`src/rtl/if_id_reg_pkg.sv`:
```
// Shared fetch/decode constants, exception codes and fetch exception classifier for if_id_reg.
package if_id_reg_pkg;

    localparam logic [31:0] RESET_PC_DEF  = 32'h0000_3000;
    localparam logic [31:0] NOP_INSTR_DEF = 32'h0000_0000;  // sll $0,$0,0
    localparam logic [31:0] IMEM_BYTES    = 32'd16384;      // also sizes the fetch unit's memory

    typedef enum logic [1:0] {
        EXC_NONE  = 2'b00,
        EXC_ALIGN = 2'b01,
        EXC_RANGE = 2'b10
    } exc_e;

    // Misalignment wins over range; the subtraction wraps so one unsigned compare covers both bounds.
    function automatic exc_e fetch_exc(input logic [31:0] pc4, input logic [31:0] base);
        logic [31:0] pc_f;
        pc_f = pc4 - 32'd4;
        if (pc4[1:0] != 2'b00)
            return EXC_ALIGN;
        else if ((pc_f - base) >= IMEM_BYTES)
            return EXC_RANGE;
        else
            return EXC_NONE;
    endfunction

endpackage

```
`src/rtl/if_id_reg_sat_counter.sv`:
```
// Saturating up-counter: increments on inc_i, sticks at all-ones.
module sat_counter #(
    parameter int W = 16
) (
    input  logic         clk_i,
    input  logic         rst_ni,
    input  logic         inc_i,
    output logic [W-1:0] cnt_o
);

    logic [W-1:0] cnt_q, cnt_d;

    always_comb begin
        cnt_d = cnt_q;
        if (inc_i && (cnt_q != {W{1'b1}}))
            cnt_d = cnt_q + 1'b1;
    end

    always_ff @(posedge clk_i or negedge rst_ni) begin
        if (!rst_ni) cnt_q <= '0;
        else         cnt_q <= cnt_d;
    end

    assign cnt_o = cnt_q;

endmodule

```
`src/rtl/if_id_reg.sv`:
```
// IF/ID pipeline register with stall hold, flush bubble and stall/flush event counters.
// Define FETCH_EXC_EN to classify fetch exceptions (misaligned / out-of-range PC) onto exc_D.
module if_id_reg
    import if_id_reg_pkg::*;
#(
    parameter logic [31:0] RESET_PC  = RESET_PC_DEF,
    parameter logic [31:0] NOP_INSTR = NOP_INSTR_DEF,
    parameter int          CNT_W     = 16
) (
    input  logic             Clk,
    input  logic             Reset,
    input  logic             stock,
    input  logic             flush,
    input  logic [31:0]      PC4_F,
    input  logic [31:0]      Instr_F,
    output logic [31:0]      PC4_D,
    output logic [31:0]      PC_D,
    output logic [31:0]      Instr_D,
    output logic             valid_D,
    output logic [CNT_W-1:0] stall_cnt,
    output logic [CNT_W-1:0] flush_cnt,
    output logic [1:0]       exc_D
);

    logic [31:0] instr_q, instr_d;
    logic [31:0] pc4_q, pc4_d;
    logic        valid_q, valid_d;
    logic [1:0]  exc_q, exc_d;
    logic [1:0]  exc_load;

`ifdef FETCH_EXC_EN
    assign exc_load = fetch_exc(PC4_F, RESET_PC);
`else
    assign exc_load = EXC_NONE;
`endif

    always_comb begin
        instr_d = instr_q;
        pc4_d   = pc4_q;
        valid_d = valid_q;
        exc_d   = exc_q;
        if (flush) begin
            // PC still advances on a bubble so the squashed slot stays traceable
            instr_d = NOP_INSTR;
            pc4_d   = PC4_F;
            valid_d = 1'b0;
            exc_d   = EXC_NONE;
        end else if (!stock) begin
            // a faulting fetch still presents as valid so decode can trap on exc_D
            instr_d = (exc_load != EXC_NONE) ? NOP_INSTR : Instr_F;
            pc4_d   = PC4_F;
            valid_d = 1'b1;
            exc_d   = exc_load;
        end
    end

    always_ff @(posedge Clk or negedge Reset) begin
        if (!Reset) begin
            instr_q <= NOP_INSTR;
            pc4_q   <= RESET_PC + 32'd4;
            valid_q <= 1'b0;
            exc_q   <= EXC_NONE;
        end else begin
            instr_q <= instr_d;
            pc4_q   <= pc4_d;
            valid_q <= valid_d;
            exc_q   <= exc_d;
        end
    end

    sat_counter #(.W(CNT_W)) u_stall_cnt (
        .clk_i  (Clk),
        .rst_ni (Reset),
        .inc_i  (stock),
        .cnt_o  (stall_cnt)
    );

    sat_counter #(.W(CNT_W)) u_flush_cnt (
        .clk_i  (Clk),
        .rst_ni (Reset),
        .inc_i  (flush),
        .cnt_o  (flush_cnt)
    );

    assign Instr_D = instr_q;
    assign PC4_D   = pc4_q;
    assign PC_D    = pc4_q - 32'd4;
    assign valid_D = valid_q;
    assign exc_D   = exc_q;

endmodule
```
`config.mk`:
```
export PLATFORM = sky130hd
export DESIGN_NAME = if_id_reg
export DESIGN_NICKNAME = d
export VERILOG_FILES = /design/src/rtl/if_id_reg_pkg.sv /design/src/rtl/if_id_reg_sat_counter.sv /design/src/rtl/if_id_reg.sv
export SDC_FILE = /design/constraint.sdc
export NUM_CORES = 1
export LEC_CHECK = 0
export CORE_AREA = 2 2 170 89
export CTS_BUF_LIST = sky130_fd_sc_hd__clkbuf_4 sky130_fd_sc_hd__clkbuf_8
export CTS_CLUSTER_SIZE = 12
export DETAILED_ROUTE_END_ITERATION = 12
export DIE_AREA = 0 0 172 91
export HOLD_SLACK_MARGIN = 0.02
export PLACE_DENSITY = 0.66
export SETUP_SLACK_MARGIN = 0.2
export SLEW_MARGIN = 20
export SYNTH_ARGS = -nofsm -noshare
export SYNTH_HDL_FRONTEND = slang
export SYNTH_HIERARCHICAL = 1
export SYNTH_SLANG_ARGS = --single-unit
```
`constraint.sdc`:
```
create_clock -name Clk -period 5.55 [get_ports Clk]
set_input_delay 0.8325 -clock Clk [delete_from_list [all_inputs] [get_ports Clk]]
set_output_delay 0.8325 -clock Clk [all_outputs]
set_load 0.02 [all_outputs]
```
==> out/results.txt, run 1 <==
latest clock arrival within the worst-skew pair: 0.36 ns
Setup CP Type: flip-flop to output port
P_sw: 690.5 uW
CTS Hold Bufs: 0
Setup-failing EPs final: 0
Nets: 674
final hold violations: 0
synthesized area: 4853 sq um
CTS tree: yes
Clock Power Share: 29.1%
Post-CTS Resized: 0
Tmin final: 3.674 ns
Reg clk slew, reported paths: 0.10 ns
Slew HR: 42.44%
Yosys warning count: 6
Worst Path Required: 4.72 ns
Sw Ratio: 32.46%
most common flop cell mapped by yosys: dfrtp_1
initial antenna violation count: 0
R2R Path End: u_flush_cnt/cnt_o[10]
Sink Count: 97
initial core utilization: 34.38%
combinational share of power: 28.3%
Async SR Flop Fraction: 100.0%
drt total wl: 13530 um
total of max-cap violations: 0
post-synthesis cell count: 409
first-pass GRT wire length: 21290 um
share of layout cells above drive strength 1: 13.82%
vias per cell: 4.870
register area share after synthesis: 50.09%
PD cells: 292.6 nW/um^2
# DRC: 0
Worst Tran Pin Value: 0.8634 ns
FF+latch count, synth: 97
Core Area: 14120 sq um
Die ar.: 15650 sq um
H-Tree Depth: 3
Critical Path Sink Type: output port
I/O pins: 199
vias in the first global route: 3897
ANT nets after route: 0
Setup crit start: PC4_D[3]
CTS Buffer Depth: 2
CTS Buf Count: 9
crit path launch type: flip-flop
DP Wirelength: 10190 um
Via Count: 3925
DR iter-0 viols: 212
port bufs: 196
Slew Limit Fails: 0
maximum VDD drop: 0.1471 mV
Flop pwr share: 42.6%
crit path cell chain: inv_1, ha_1, nor3b_2, nand4_2, nor3_1, xor2_1, clkdlybuf4s50_1
reg-to-reg setup timing slack: 3.84 ns
row count: 31
outcome: finished, final reports clean
width of the die: 172 um
P_int: 1.437 mW
Die Height: 91 um
leakage power: 3.051 nW
Post-synth EDFFs: 0
GRT overflow: 0
crit-path max FO: 8
total power: 2.127 mW
Wirelength per Cell: 16.79 um
total track usage: 17.42%
RSZ-0062 raised after global routing: false
Setup TNS: 0 ns
Hold Path Class: input pin to asynchronous set/reset pin
top achievable clock speed: 0.2722 GHz
Worst path max stage delay: 0.62 ns
FF-to-FF Start: u_flush_cnt/cnt_o[0]
largest net degree at the start of global routing: 60
CTS root buffer: clkbuf_8
Worst Path Arrival: 2.84 ns
Final Wtd Congestion: 0.8024
area delta synth->final: 49.78%
worst-case reg-to-reg path depth: 5
Synth Area per Inst: 11.87 sq um
slowest cell on the critical path: clkdlybuf4s50_1
setup bufs post-CTS: 0
Cell variety after synth: 49
period utilization: 66.19%
diodes inserted: 0
DRT Pass-1 Iters: 4
Clock Skew: 0.006917 ns
metrics by stage:
stage | instance area [sq um] | cells | utilization (%) | hold slack [ns] | setup WS, ns
floorplan | 4857 | 410 | - | 0.5369 | 2.693
global placement | 6999 | 790 | 49.57 | 0.5027 | 2.294
detailed placement | 6999 | 790 | 49.57 | 0.5071 | 2.242
CTS | 7269 | 806 | 51.49 | 0.4228 | 1.813
global route | 7269 | 806 | 51.49 | 0.4348 | 1.596
finish | 7269 | 806 | 51.49 | 0.4208 | 1.876
cell type report:
cell class	instances	area (sq um)
tap	198	247.7
timing repair buffer	199	1977
multi-input combinational	292	2328
clock buffer	9	123.9
inverter	4	15.01
sequential	97	2431
fill	1265	6849
clock inverter	7	146.4
kinds of logic (layout without fill, tap and decap cells):
family | count (synthesis) | in the layout | share of synthesized area, %
buf+inv | 21 | 219 | 2.062
fa+ha+maj | 3 | 3 | 0.7735
other cells | 1 | 2 | 0.07727
simple gates | 149 | 149 | 20.57
compound gates | 33 | 33 | 5.001
mux | 64 | 64 | 14.02
xor+xnor | 41 | 41 | 7.399
flops | 97 | 97 | 50.09
cell usage in the layout, fill, tap and decap left out, types with 3 or more instances in the layout:
cell type / count
clkbuf_8: 9
nor3_2: 3
buf_4: 4
inv_6: 3
xor2_1: 25
nor2_1: 44
dfrtp_1: 94
nor4_1: 5
nor4_4: 6
a31oi_1: 6
mux2_2: 27
mux2i_1: 32
clkdlybuf4s50_1: 194
dfstp_2: 3
inv_1: 4
nand4_2: 4
nand3_1: 11
o21a_1: 10
and3_1: 4
mux2_1: 5
bufinv_16: 4
nor3_1: 10
nand4_1: 16
nand2_1: 16
xnor2_1: 16
a21oi_1: 7
o21ai_0: 4
ha_1: 3
flip-flops by register name (all words and copies together), names as in the netlist:
| register | count |
|---|---|
| valid_D | 1 |
| u_stall_cnt/cnt_o | 16 |
| PC4_D | 32 |
| u_flush_cnt/cnt_o | 16 |
| Instr_D | 32 |
worst max-delay path: cells and delay by family, from the launching register on:
family                     cells  cell delay (ns)
buffers and inverters          2             0.71
adders and majority gates      1             0.17
xor gates and xnor gates       1             0.18
DFF                            1             0.43
and+or+nand+nor                3             0.99
layer usage:
metal  vias to the layer above  track usage, %  wire length [um]
met5                         -               0                 0
met4                         0           2.661                72
met3                         8           7.280              1233
met2                       142           25.23              5628
met1                      1911           24.66              6598
li1                       1864               -                 -
cells in the mapped netlist (6+ instances only):
| cell type | number | area, sq um |
|---|---|---|
| mux2i_1 | 32 | 320.3 |
| nor3_1 | 10 | 50.05 |
| nor4_4 | 6 | 127.6 |
| clkbuf_1 | 8 | 30.03 |
| mux2_2 | 27 | 304.0 |
| dfrtp_1 | 94 | 2352 |
| nand4_1 | 16 | 100.1 |
| xnor2_1 | 16 | 140.1 |
| nor2_1 | 44 | 165.2 |
| a31oi_1 | 6 | 37.54 |
| nand3_1 | 11 | 55.05 |
| a21oi_1 | 7 | 35.03 |
| nand2_1 | 16 | 60.06 |
| xor2_1 | 25 | 219.0 |
| o21a_1 | 10 | 75.07 |
power groups by stage:
stage	logic, mW	registers, mW	clock network (mW)
floorplan	0.202	0.992	0
global placement	0.600	0.913	0
detailed placement	0.606	0.919	0
CTS	0.606	0.908	0.640
global route	0.642	0.922	0.669
finish	0.602	0.906	0.619
worst max path at each step:
stage | end | slack [ns] | depth (start not counted)
finish | PC_D[28] | 1.88 | 7
global route | PC_D[28] | 1.60 | 7
CTS | PC_D[20] | 1.81 | 7
detailed placement | PC_D[28] | 2.24 | 7
global placement | PC_D[20] | 2.29 | 7
floorplan | PC_D[12] | 2.69 | 6
No activity file was read; power rests on OpenSTA's default activity.
==> run 2: changes to the inputs <==
PLACE_DENSITY = 0.69   (was 0.66)
clock period = 3.27 ns   (was 5.55 ns; I/O delays follow)
==> out/results.txt, run 2 (synthesis gave the netlist of run 1 again) <==
vias in the first global route: 4043 (was 3897)
area delta synth->final: 51.12% (was 49.78%)
DRT Pass-1 Iters: 4 (unchanged)
Final Wtd Congestion: 0.8668 (was 0.8024)
latest clock arrival within the worst-skew pair: 0.37 ns (was 0.36 ns)
P_sw: 1.191 mW (was 690.5 uW)
CTS Hold Bufs: 0 (unchanged)
Sw Ratio: 35.69% (was 32.46%)
Slew HR: 51.75% (was 42.44%)
P_int: 2.146 mW (was 1.437 mW)
final hold violations: 0 (unchanged)
row count: 31 (unchanged)
Hold Path Class: input pin to asynchronous set/reset pin (unchanged)
Die ar.: 15650 sq um (unchanged)
port bufs: 196 (unchanged)
drt total wl: 13850 um (was 13530 um)
Core Area: 14120 sq um (unchanged)
total track usage: 18.10% (was 17.42%)
ANT nets after route: 0 (unchanged)
crit-path max FO: 8 (unchanged)
Flop pwr share: 46.3% (was 42.6%)
diodes inserted: 0 (unchanged)
PD cells: 454.9 nW/um^2 (was 292.6 nW/um^2)
Via Count: 4049 (was 3925)
Sink Count: 97 (unchanged)
first-pass GRT wire length: 22180 um (was 21290 um)
Tmin final: 2.912 ns
Worst Path Required: 2.78 ns (was 4.72 ns)
I/O pins: 199 (unchanged)
most frequent cells in the layout: 173 x clkdlybuf4s50_1, 94 x dfrtp_1, 44 x nor2_1, 32 x mux2i_1, 27 x mux2_2 (was 194 x clkdlybuf4s50_1, 94 x dfrtp_1, 44 x nor2_1, 32 x mux2i_1, 27 x mux2_2)
share of layout cells above drive strength 1: 17.07% (was 13.82%)
initial antenna violation count: 0 (unchanged)
commonest non-fill, non-tap cell in the layout: clkdlybuf4s50_1 (unchanged)
crit path launch type: flip-flop (unchanged)
Nets: 681 (was 674)
Worst Tran Pin Value: 0.7237 ns (was 0.8634 ns)
Clock Skew: 0.01894 ns (was 0.006917 ns)
Min Hold Slack: 0.1711 ns (was 0.4208 ns)
Wirelength per Cell: 17.04 um (was 16.79 um)
DP Wirelength: 10450 um (was 10190 um)
register area: 2431 sq um (unchanged)
Critical Path Sink Type: output port (unchanged)
Setup CP Type: flip-flop to output port (unchanged)
RSZ-0062 raised after global routing: false (unchanged)
slowest cell on the critical path: dfrtp_1 (was clkdlybuf4s50_1)
CTS Buffer Depth: 2 (unchanged)
Setup-failing EPs final: 0 (unchanged)
initial core utilization: 34.38% (unchanged)
area of placed instances: 7024 sq um (was 6999 sq um)
GRT overflow: 0 (unchanged)
# fillers: 1263 (was 1265)
CTS Buf Count: 9 (unchanged)
Worst path max stage delay: 0.45 ns (was 0.62 ns)
fin area: 7335 sq um (was 7269 sq um)
top achievable clock speed: 0.3435 GHz
crit path cell chain: inv_1, ha_1, nor3b_4, nand4_4, nor3_1, xor2_1, dlygate4sd2_1 (was inv_1, ha_1, nor3b_2, nand4_2, nor3_1, xor2_1, clkdlybuf4s50_1)
vias per cell: 4.980 (was 4.870)
outcome: finished, final reports clean (unchanged)
Die Height: 91 um (unchanged)
Clock Power Share: 22.9% (was 29.1%)
total power: 3.336 mW (was 2.127 mW)
total of max-cap violations: 0 (unchanged)
H-Tree Depth: 3 (unchanged)
Worst Path Arrival: 2.42 ns (was 2.84 ns)
leakage power: 3.159 nW (was 3.051 nW)
maximum VDD drop: 0.2235 mV (was 0.1471 mV)
width of the die: 172 um (unchanged)
combinational share of power: 30.8% (was 28.3%)
area of the multi-input gates: 2421 sq um (was 2328 sq um)
CTS tree: yes (unchanged)
Setup TNS: 0 ns (unchanged)
Reg clk slew, reported paths: 0.10 ns (about the same)
period utilization: 89.04%
Slew Limit Fails: 0 (unchanged)
# DRC: 0 (unchanged)
largest net degree at the start of global routing: 56 (was 60)
DR iter-0 viols: 229 (was 212)
CTS root buffer: clkbuf_8 (unchanged)
run 2: changes by cell type in the layout (fill, tap and decap cells not counted), sizes merged, moves of 4 or more:
cell	before	now
clkdlybuf4s50	194	173
dlymetal6s2s	0	9
buf	5	12
clkbuf	9	15
dlygate4sd2	0	6
bufinv	4	0
run 2: per-stage QoR:
stage               utilization [%]  worst slack [ns]  std cells
floorplan                         -            0.7548        410
global placement              49.75            0.3470        792
finish                        51.95            0.3585        813
CTS                           51.72          0.009769        813
detailed placement            49.75            0.2581        792
global route                  51.95            0.1995        813
run 2: final cells by class:
class	instances	share of cell area (%)
sequential	97	33.15
inverter	4	0.2047
clock inverter	6	0.7677
tap	198	3.378
multi-input combinational	292	33.01
timing repair buffer	206	27.70
clock buffer	10	1.791
run 2: critical path, delay by kind of cell, from the launching register on:
family,cells,cell delay [ns]
and+or+nand+nor,3,0.79
DFF,1,0.45
buffers and inverters,2,0.45
adders and majority gates,1,0.19
xor gates and xnor gates,1,0.18
run 2: final timing paths:
kind | start | end | slack [ns] | cells past startpoint
worst max-delay path | PC4_D[3] | PC_D[22] | 0.36 | 7
worst min-delay path | Reset | u_stall_cnt/cnt_o[10] | 0.17 | 1
worst max register to register | u_flush_cnt/cnt_o[0] | u_flush_cnt/cnt_o[10] | 1.51 | 5
worst min register to register | valid_D | valid_D | 0.52 | 2
max in group asynchronous | Reset | Instr_D[19] | 2.38 | 2
min in group Clk | stock | u_stall_cnt/cnt_o[0] | 0.48 | 3
run 2: power groups by stage:
stage | Clock (mW) | Combinational (mW) | Sequential [mW]
finish | 0.763 | 1.03 | 1.55
global route | 0.847 | 1.10 | 1.58
CTS | 0.800 | 1.04 | 1.55
detailed placement | 0 | 1.04 | 1.56
global placement | 0 | 1.03 | 1.55
floorplan | 0 | 0.343 | 1.68
run 2: per-layer routing:
layer / GRT usage, % / wire [um] / vias up
met5: 0 / 0 / -
met4: 2.941 / 118 / 0
met3: 7.803 / 1611 / 14
met2: 25.27 / 5646 / 161
met1: 26.19 / 6478 / 2000
li1: - / - / 1874
run 2: what timing repair did:
item / 4_1_cts / 5_1_grt
setup endpoints to repair: 18 / 17
buffers inserted: 5 / 0
pin swaps: 3 / 2
gates resized for setup: 22 / 25
cloned: 0 / 0
